[src/rtl/clk_period_monitor.sv]
// Half-period monitor for CLOCK_NUMBER generated clocks, measured in clk_i cycles.
// Optional stuck-clock detection is enabled by defining CLK_MON_TIMEOUT_EN.
module clk_period_monitor #(
  parameter int unsigned CLOCK_NUMBER = 9,
  parameter int unsigned CNT_W        = 6,
  parameter int unsigned TIMEOUT      = 48
) (
  input  logic                          clk_i,
  input  logic                          rst_ni,
  input  logic [CLOCK_NUMBER-1:0]       mon_clk_i,
  input  logic                          freeze_i,
  input  logic                          clr_i,
  input  logic [CLOCK_NUMBER*CNT_W-1:0] expected_hp_i,
  output logic [CLOCK_NUMBER*CNT_W-1:0] hp_o,
  output logic [CLOCK_NUMBER-1:0]       valid_o,
  output logic [CLOCK_NUMBER-1:0]       upd_o,
  output logic [CLOCK_NUMBER-1:0]       mismatch_o,
  output logic [CLOCK_NUMBER-1:0]       stuck_o
);

  typedef enum logic [1:0] {
    IDLE   = 2'd0,
    ARMED  = 2'd1,
    LOCKED = 2'd2
  } state_e;

  // Counter stops one below all-ones so cnt+1 tops out at all-ones (">= max" marker).
  localparam logic [CNT_W-1:0] CNT_SAT = CNT_W'((1 << CNT_W) - 2);

  if (TIMEOUT > (1 << CNT_W) - 1) begin : g_timeout_range
    $error("clk_period_monitor: TIMEOUT exceeds the half-period counter range");
  end

  state_e                  state_q [CLOCK_NUMBER];
  state_e                  state_d [CLOCK_NUMBER];
  logic [CNT_W-1:0]        cnt_q   [CLOCK_NUMBER];
  logic [CNT_W-1:0]        cnt_d   [CLOCK_NUMBER];
  logic [CNT_W-1:0]        hp_q    [CLOCK_NUMBER];
  logic [CNT_W-1:0]        hp_d    [CLOCK_NUMBER];
  logic [CLOCK_NUMBER-1:0] s_q;
  logic [CLOCK_NUMBER-1:0] valid_q, valid_d;
  logic [CLOCK_NUMBER-1:0] upd_q, upd_d;
  logic [CLOCK_NUMBER-1:0] mismatch_q, mismatch_d;
  logic [CLOCK_NUMBER-1:0] tog_c;
  logic [CNT_W-1:0]        meas_c;
  logic [CNT_W-1:0]        exp_c;

  assign tog_c = mon_clk_i ^ s_q;

  // State register; s_q keeps tracking the clocks even while frozen.
  always_ff @(posedge clk_i) begin
    s_q <= mon_clk_i;
    if (!rst_ni) begin
      valid_q    <= '0;
      upd_q      <= '0;
      mismatch_q <= '0;
      for (int i = 0; i < CLOCK_NUMBER; i++) begin
        state_q[i] <= IDLE;
        cnt_q[i]   <= '0;
        hp_q[i]    <= '0;
      end
    end else begin
      valid_q    <= valid_d;
      upd_q      <= upd_d;
      mismatch_q <= mismatch_d;
      for (int i = 0; i < CLOCK_NUMBER; i++) begin
        state_q[i] <= state_d[i];
        cnt_q[i]   <= cnt_d[i];
        hp_q[i]    <= hp_d[i];
      end
    end
  end

  // Per-channel next state: counter, capture FSM and sticky mismatch.
  always_comb begin
    state_d    = state_q;
    cnt_d      = cnt_q;
    hp_d       = hp_q;
    valid_d    = valid_q;
    upd_d      = '0;
    mismatch_d = mismatch_q;
    meas_c     = '0;
    exp_c      = '0;
    for (int i = 0; i < CLOCK_NUMBER; i++) begin
      meas_c = cnt_q[i] + CNT_W'(1);
      exp_c  = expected_hp_i[i*CNT_W +: CNT_W];
      if (!freeze_i) begin
        if (tog_c[i]) begin
          cnt_d[i] = '0;
          case (state_q[i])
            IDLE: state_d[i] = ARMED;
            ARMED, LOCKED: begin
              state_d[i] = LOCKED;
              hp_d[i]    = meas_c;
              valid_d[i] = 1'b1;
              upd_d[i]   = 1'b1;
            end
            default: state_d[i] = IDLE;
          endcase
        end else if (cnt_q[i] != CNT_SAT) begin
          cnt_d[i] = cnt_q[i] + CNT_W'(1);
        end
        // A new mismatch outranks a simultaneous clear.
        if (tog_c[i] && (state_q[i] != IDLE) && (exp_c != '0) && (meas_c != exp_c)) begin
          mismatch_d[i] = 1'b1;
        end else if (clr_i) begin
          mismatch_d[i] = 1'b0;
        end
      end
    end
  end

  // Output packing.
  always_comb begin
    hp_o = '0;
    for (int i = 0; i < CLOCK_NUMBER; i++) begin
      hp_o[i*CNT_W +: CNT_W] = hp_q[i];
    end
  end

  assign valid_o    = valid_q;
  assign upd_o      = upd_q;
  assign mismatch_o = mismatch_q;

`ifdef CLK_MON_TIMEOUT_EN
  localparam logic [CNT_W-1:0] TO_LAST = CNT_W'(TIMEOUT - 1);

  logic [CLOCK_NUMBER-1:0] stuck_q, stuck_d;

  // Flag a channel once cnt+1 reaches TIMEOUT without a toggle.
  always_comb begin
    stuck_d = stuck_q;
    for (int i = 0; i < CLOCK_NUMBER; i++) begin
      if (!freeze_i) begin
        if (tog_c[i]) begin
          stuck_d[i] = 1'b0;
        end else if (cnt_q[i] >= TO_LAST) begin
          stuck_d[i] = 1'b1;
        end
      end
    end
  end

  always_ff @(posedge clk_i) begin
    if (!rst_ni) begin
      stuck_q <= '0;
    end else begin
      stuck_q <= stuck_d;
    end
  end

  assign stuck_o = stuck_q;
`else
  assign stuck_o = '0;
`endif

endmodule

[config.mk]
export PLATFORM = sky130hd
export DESIGN_NAME = clk_period_monitor
export DESIGN_NICKNAME = d
export VERILOG_FILES = /design/src/rtl/clk_period_monitor.sv
export SDC_FILE = /design/constraint.sdc
export NUM_CORES = 1
export LEC_CHECK = 0
export ABC_AREA = 1
export CAP_MARGIN = 0
export CORE_AREA = 5 5 135 137
export CTS_CLUSTER_DIAMETER = 200
export CTS_CLUSTER_SIZE = 25
export DETAILED_ROUTE_END_ITERATION = 10
export DIE_AREA = 0 0 140 142
export HOLD_SLACK_MARGIN = 0.05
export PLACE_DENSITY = 0.79
export SETUP_SLACK_MARGIN = 0.05
export SLEW_MARGIN = 20
export SYNTH_ARGS = -nofsm -noshare
export SYNTH_HDL_FRONTEND = slang
export SYNTH_SLANG_ARGS = --single-unit
export TNS_END_PERCENT = 20
[constraint.sdc]
create_clock -name clk_i -period 2.3 [get_ports clk_i]
set_clock_uncertainty 0.2 [all_clocks]
set_input_delay 0.575 -clock clk_i [delete_from_list [all_inputs] [get_ports clk_i]]
set_output_delay 0.575 -clock clk_i [all_outputs]
set_load 0.02 [all_outputs]
# Yosys cells after proc, flatten, opt, wreduce, memory -nomap -nowiden
# Cells that the tools add are included.
[totals] reg_bits=162 inputBits=67 wordCells=284
[op_classes] addsub=9 eq_ne=36 n_mux=46 n_bitwise=12 n_reduce_logical=126
[ops] op="$mux W6" n=18
[ops] op="$add A6 B1 Y6 const B" n=9
[ops] op="$ne A6 B6 Y1" n=9
[ops] op="$ne A6 B6 Y1 const B" n=9
[ops] op="$reduce_and A2 Y1" n=27
[ops] op="$reduce_bool A2 Y1" n=27
[ops] op="$reduce_bool A6 Y1" n=9
[ops] op="$pmux W2 S2" n=9
[ops] op="$logic_and A1 B1 Y1" n=27
[ops] op="$reduce_and A3 Y1" n=9
[ops] op="$reduce_or A3 Y1" n=9
[ops] op="$mux W1" n=19
[ops] op="$eq A2 B1 Y1 const B" n=9
[ops] op="$eq A2 B2 Y1 const B" n=9
[ops] op="$logic_not A2 Y1" n=9
[ops] op="$reduce_or A2 Y1" n=9
[ops] op="$not A1 Y1" n=11
[ops] op="$xor A9 B9 Y9" n=1

# Depth between registers and ports, before layout
[logic_depth] ltp_word=6 ltp_mapped=11 ltp_nobuf=11

# Worst setup path after synthesis
# Ideal clock, no wire load.
[synth_path] path_type="input to register" startpoint="input port mon_clk_i[3]" endpoint="register cnt_q[32] (netlist bit)" setup_ns=0.132 t_arrival_ns=1.385 required_time_ns=1.968 path_slack_ns=0.583 cell_stages=9 path_cell_list="or2_1 nand2_2 inv_2 o21ai_4 inv_2 nand2_2 inv_2 nand2_1 a21oi_1"
[synth_between] elab_chain_cells=3 word_cells_on_any_way=4 classes_between="mux (1); bitwise (1); reduce/logical (2)"
[synth_rtl] item="from (decl)" line_no="10" rtl="input logic [CLOCK_NUMBER-1:0] mon_clk_i,"
[synth_rtl] item="$xor A9 B9 Y9 (*)" line_no="48" rtl="assign tog_c = mon_clk_i ^ s_q;"
[synth_rtl] item="$reduce_bool A2 Y1 (no line)"
[synth_rtl] item="$reduce_and A2 Y1 (no line)"
[synth_rtl] item="to (signal, indexed assignment)" line_no="68" rtl="cnt_q[i] <= cnt_d[i];"
[synth_rtl] item="to (decl)" line_no="36" rtl="logic [CNT_W-1:0] cnt_q [CLOCK_NUMBER];"
# Mark *: on every way between the ends. The rest lies on a longest branch, timed or not.
# A chain may end at the register's enable or synchronous reset.

# Final worst setup path
[layout_path] startpoint="register mismatch_q[4], in the netlist mismatch_o[4]" endpoint="output port mismatch_o[4]"
[layout_rtl] item="from (decl)" line_no="43" rtl="logic [CLOCK_NUMBER-1:0] mismatch_q, mismatch_d;"
[layout_rtl] item="from (signal assigned)" line_no="65" rtl="mismatch_q <= mismatch_d;"
[layout_rtl] item="to (decl)" line_no="17" rtl="output logic [CLOCK_NUMBER-1:0] mismatch_o,"
# No word-level cell between the ends.

==> results.md <==
- Vias in the first global route: roughly 7700
- EDFF count, synth: 0
- Crit-path cells: clkdlybuf4s50_1
- HP Class: flop to flop
- Post CTS Setup Buffer Count: 0
- Cts repair resizes: 0
- Status: completed
- Final non-filler cell area: between 10000 and 15000 um2
- I/O Pins: approximately 160
- Core area: approximately 17000 um2
- WL final: around 22 mm
- Synthesized area: 8720 um2
- Worst skew pair latency: around 0.42 ns
- DRT iter0 DRCs: 493
- DRT antenna net count: 0
- GRT Residual Overflow: 0
- CTS tree: yes
- PD cells: ~660 nW/um2
- Final Setup Violations: 0
- # DRC: 0
- Critical path class: flop to primary output
- DR WL/cell: 13.3 um
- Synth warn: 0
- Cell family contributing the most delay on the critical path: buffers and inverters
- Total GRT Usage: 0.214
- Synth area leaders: dfxtp_1 37%, nand2_1 12%, inv_1 6.9%
- Unique masters post-synth: 37
- Fmax: 0.460 GHz
- Router iterations before antenna repair: 5
- Ant. Diodes: 0
- Synth area leader: dfxtp_1
- Root buf cell: clkbuf_16
- Initial antenna violation count: 0
- Crit end category: primary output
- Final GP Congestion: ~0.93
- CTS Buffer Depth: 2
- Number of buffers added on ports: 147
- P_leak: about 0.0047 uW
- Area grow syn2layout: 26.0%
- Synth Area per Inst: approximately 7.0 um2
- Post-Syn Instances: 1245
- Post-synth top area share: 0.372
- VDD IR-drop max: 0.000594 V
- Worst setup margin: 0.124 ns
- Clock transition at path regs: approximately 0.06 ns
- Post-synth top flop: dfxtp_1
- TritonCTS buffer count: 17
- DIE WIDTH: roughly 140 um
- Hold Fails Final Rpt: 0
- Critical Path AT: around 1.4 ns
- RSZ-0062 raised after global routing: no
- Setup TNS: 0 ns
- Asr flop ratio synth: 0
- Vias/cell: about 5.1
- Num rows: 48
- Total number of vias: about 8400
- Dpl ws: -0.0669 ns
- Die area: 19900 um2
- Nets: 1495
- Post-DP HPWL: about 16 mm
- Die height: approximately 140 um
- Layout cell share with drive strength beyond 1: 0.0840
- Crit path max fanout: 2
- Slowest-stage cell, CP: clkdlybuf4s50_1
- Tmin final: between 2 and 2.5 ns
- Largest net degree at the start of global routing: 37
- Initial Util: 0.515
- Max-Cap Viols: 0
- Cts hold-fix bufs: 0
- Register area share after synthesis: 0.372
- H-tree Lvls: 4
- CP startpoint kind: flop
- Critical Path RT: between 1.5 and 2 ns
- Tcrit/Tclk final: 0.946
- Cell area after placement: 10300 um2
- CP max stage delay: 0.62 ns
- First-pass GRT wire length: around 35 mm
- Post-synthesis register bit count: roughly 160
- Final Max Slew Viols: 0
- Clk sinks: roughly 160
- Buf+Inv Stages, Crit Path: 1
-- kinds of logic (layout without fill, tap and decap cells) --
kind of cell | Yosys count | after routing | share of synthesized area
AND/OR/NAND/NOR | 553 | 553 | 0.285
AO/OA/AOI/OAI | 268 | 268 | 0.178
buffers and inverters | 223 | 375 | 0.110
flip-flops | 162 | 162 | 0.372
adder cells (fa/ha/maj) | 35 | 35 | 0.0502
XOR/XNOR | 3 | 3 | 0.00388
other | 1 | 9 | 0.000430
-- layout make-up --
type | count | area, um2
flip-flops and latches | 162 | 3240
fillers | 1530 | 5950
clock buffers | 22 | 494
well taps | 225 | 282
clock inverters | 9 | 151
inverters | 183 | 687
repair buffers | 161 | 1580
multi-input cells | 868 | 4550
-- path summary, 6_finish.rpt --
path,from,to,slack [ns],cells past startpoint
setup / recovery,mismatch_o[4],mismatch_o[4],0.12,1
hold / removal,valid_o[6],valid_o[6],0.26,1
setup reg to reg,cnt_q[36],mismatch_o[2],0.34,11
hold reg to reg,valid_o[6],valid_o[6],0.26,1
-- power by group --
group          internal, uW  total [uW]  switching (uW)
Clock                  1950        3060            1110
Combinational           464        1090             630
Sequential             2950        3040            96.1
Total                  5360        7200            1840
-- stage by stage --
stage | power [uW] | hold WS [ns] | instances | util
3_5_place_dp | 4190 | 0.253 | 1599 | 0.611
6_report | 7200 | 0.262 | 1630 | 0.649
4_1_cts | 7270 | 0.263 | 1630 | 0.649
5_1_grt | 7510 | 0.273 | 1630 | 0.649
2_1_floorplan | 3760 | 0.233 | 1253 | -
3_3_place_gp | 4170 | 0.246 | 1599 | 0.611
-- placed cells by master (no fill, tap or decap), drive strengths merged, types with 15 or more instances in the layout --
master         netlist  routed
buf                 28      15
a211oi              18      18
clkbuf              12      22
nand3              118     118
nor2                82      82
dfxtp              162     162
ha                  35      35
inv                183     183
a31oi               25      25
o21ai               92      92
a21oi              116     116
clkdlybuf4s50        0     146
nand2              311     311
nand4               19      19
-- synth_stat cells (8+ instances only) --
cell / instances
o21bai_1: 8
nor3_1: 12
inv_1: 160
a211oi_1: 11
o21ai_0: 83
o21a_1: 9
nand2_4: 10
nor2_1: 78
buf_4: 19
a21oi_2: 8
nand3_1: 113
dfxtp_1: 162
inv_2: 23
nand4_1: 19
a31oi_1: 25
nand2_1: 290
nand2_2: 9
a21oi_1: 108
clkbuf_1: 12
ha_1: 35
-- state kept, by name, summed over array words and instances (netlist names) --
register and flops:
hp_o 54, mismatch_o 9, valid_o 9, s_q 9, cnt_q 54, upd_o 9, state_q 18
-- routing by layer --
metal  GRT usage  wire length, um
met1       0.271             9790
met2       0.366            10300
met3      0.0413             1250
met4      0.0760              428
met5           0                0
-- worst reg2reg max path, cell delays in order, from the launching register on --
cell	delay, ns
dfxtp_1	0.46
inv_1	0.15
ha_1	0.34
inv_1	0.06
nand2_1	0.05
nand2_1	0.04
nor2_1	0.12
nand3_1	0.08
nor2_1	0.09
nand3_1	0.09
nand2_1	0.08
a21oi_2	0.05
No activity file was read; power rests on OpenSTA's default activity.
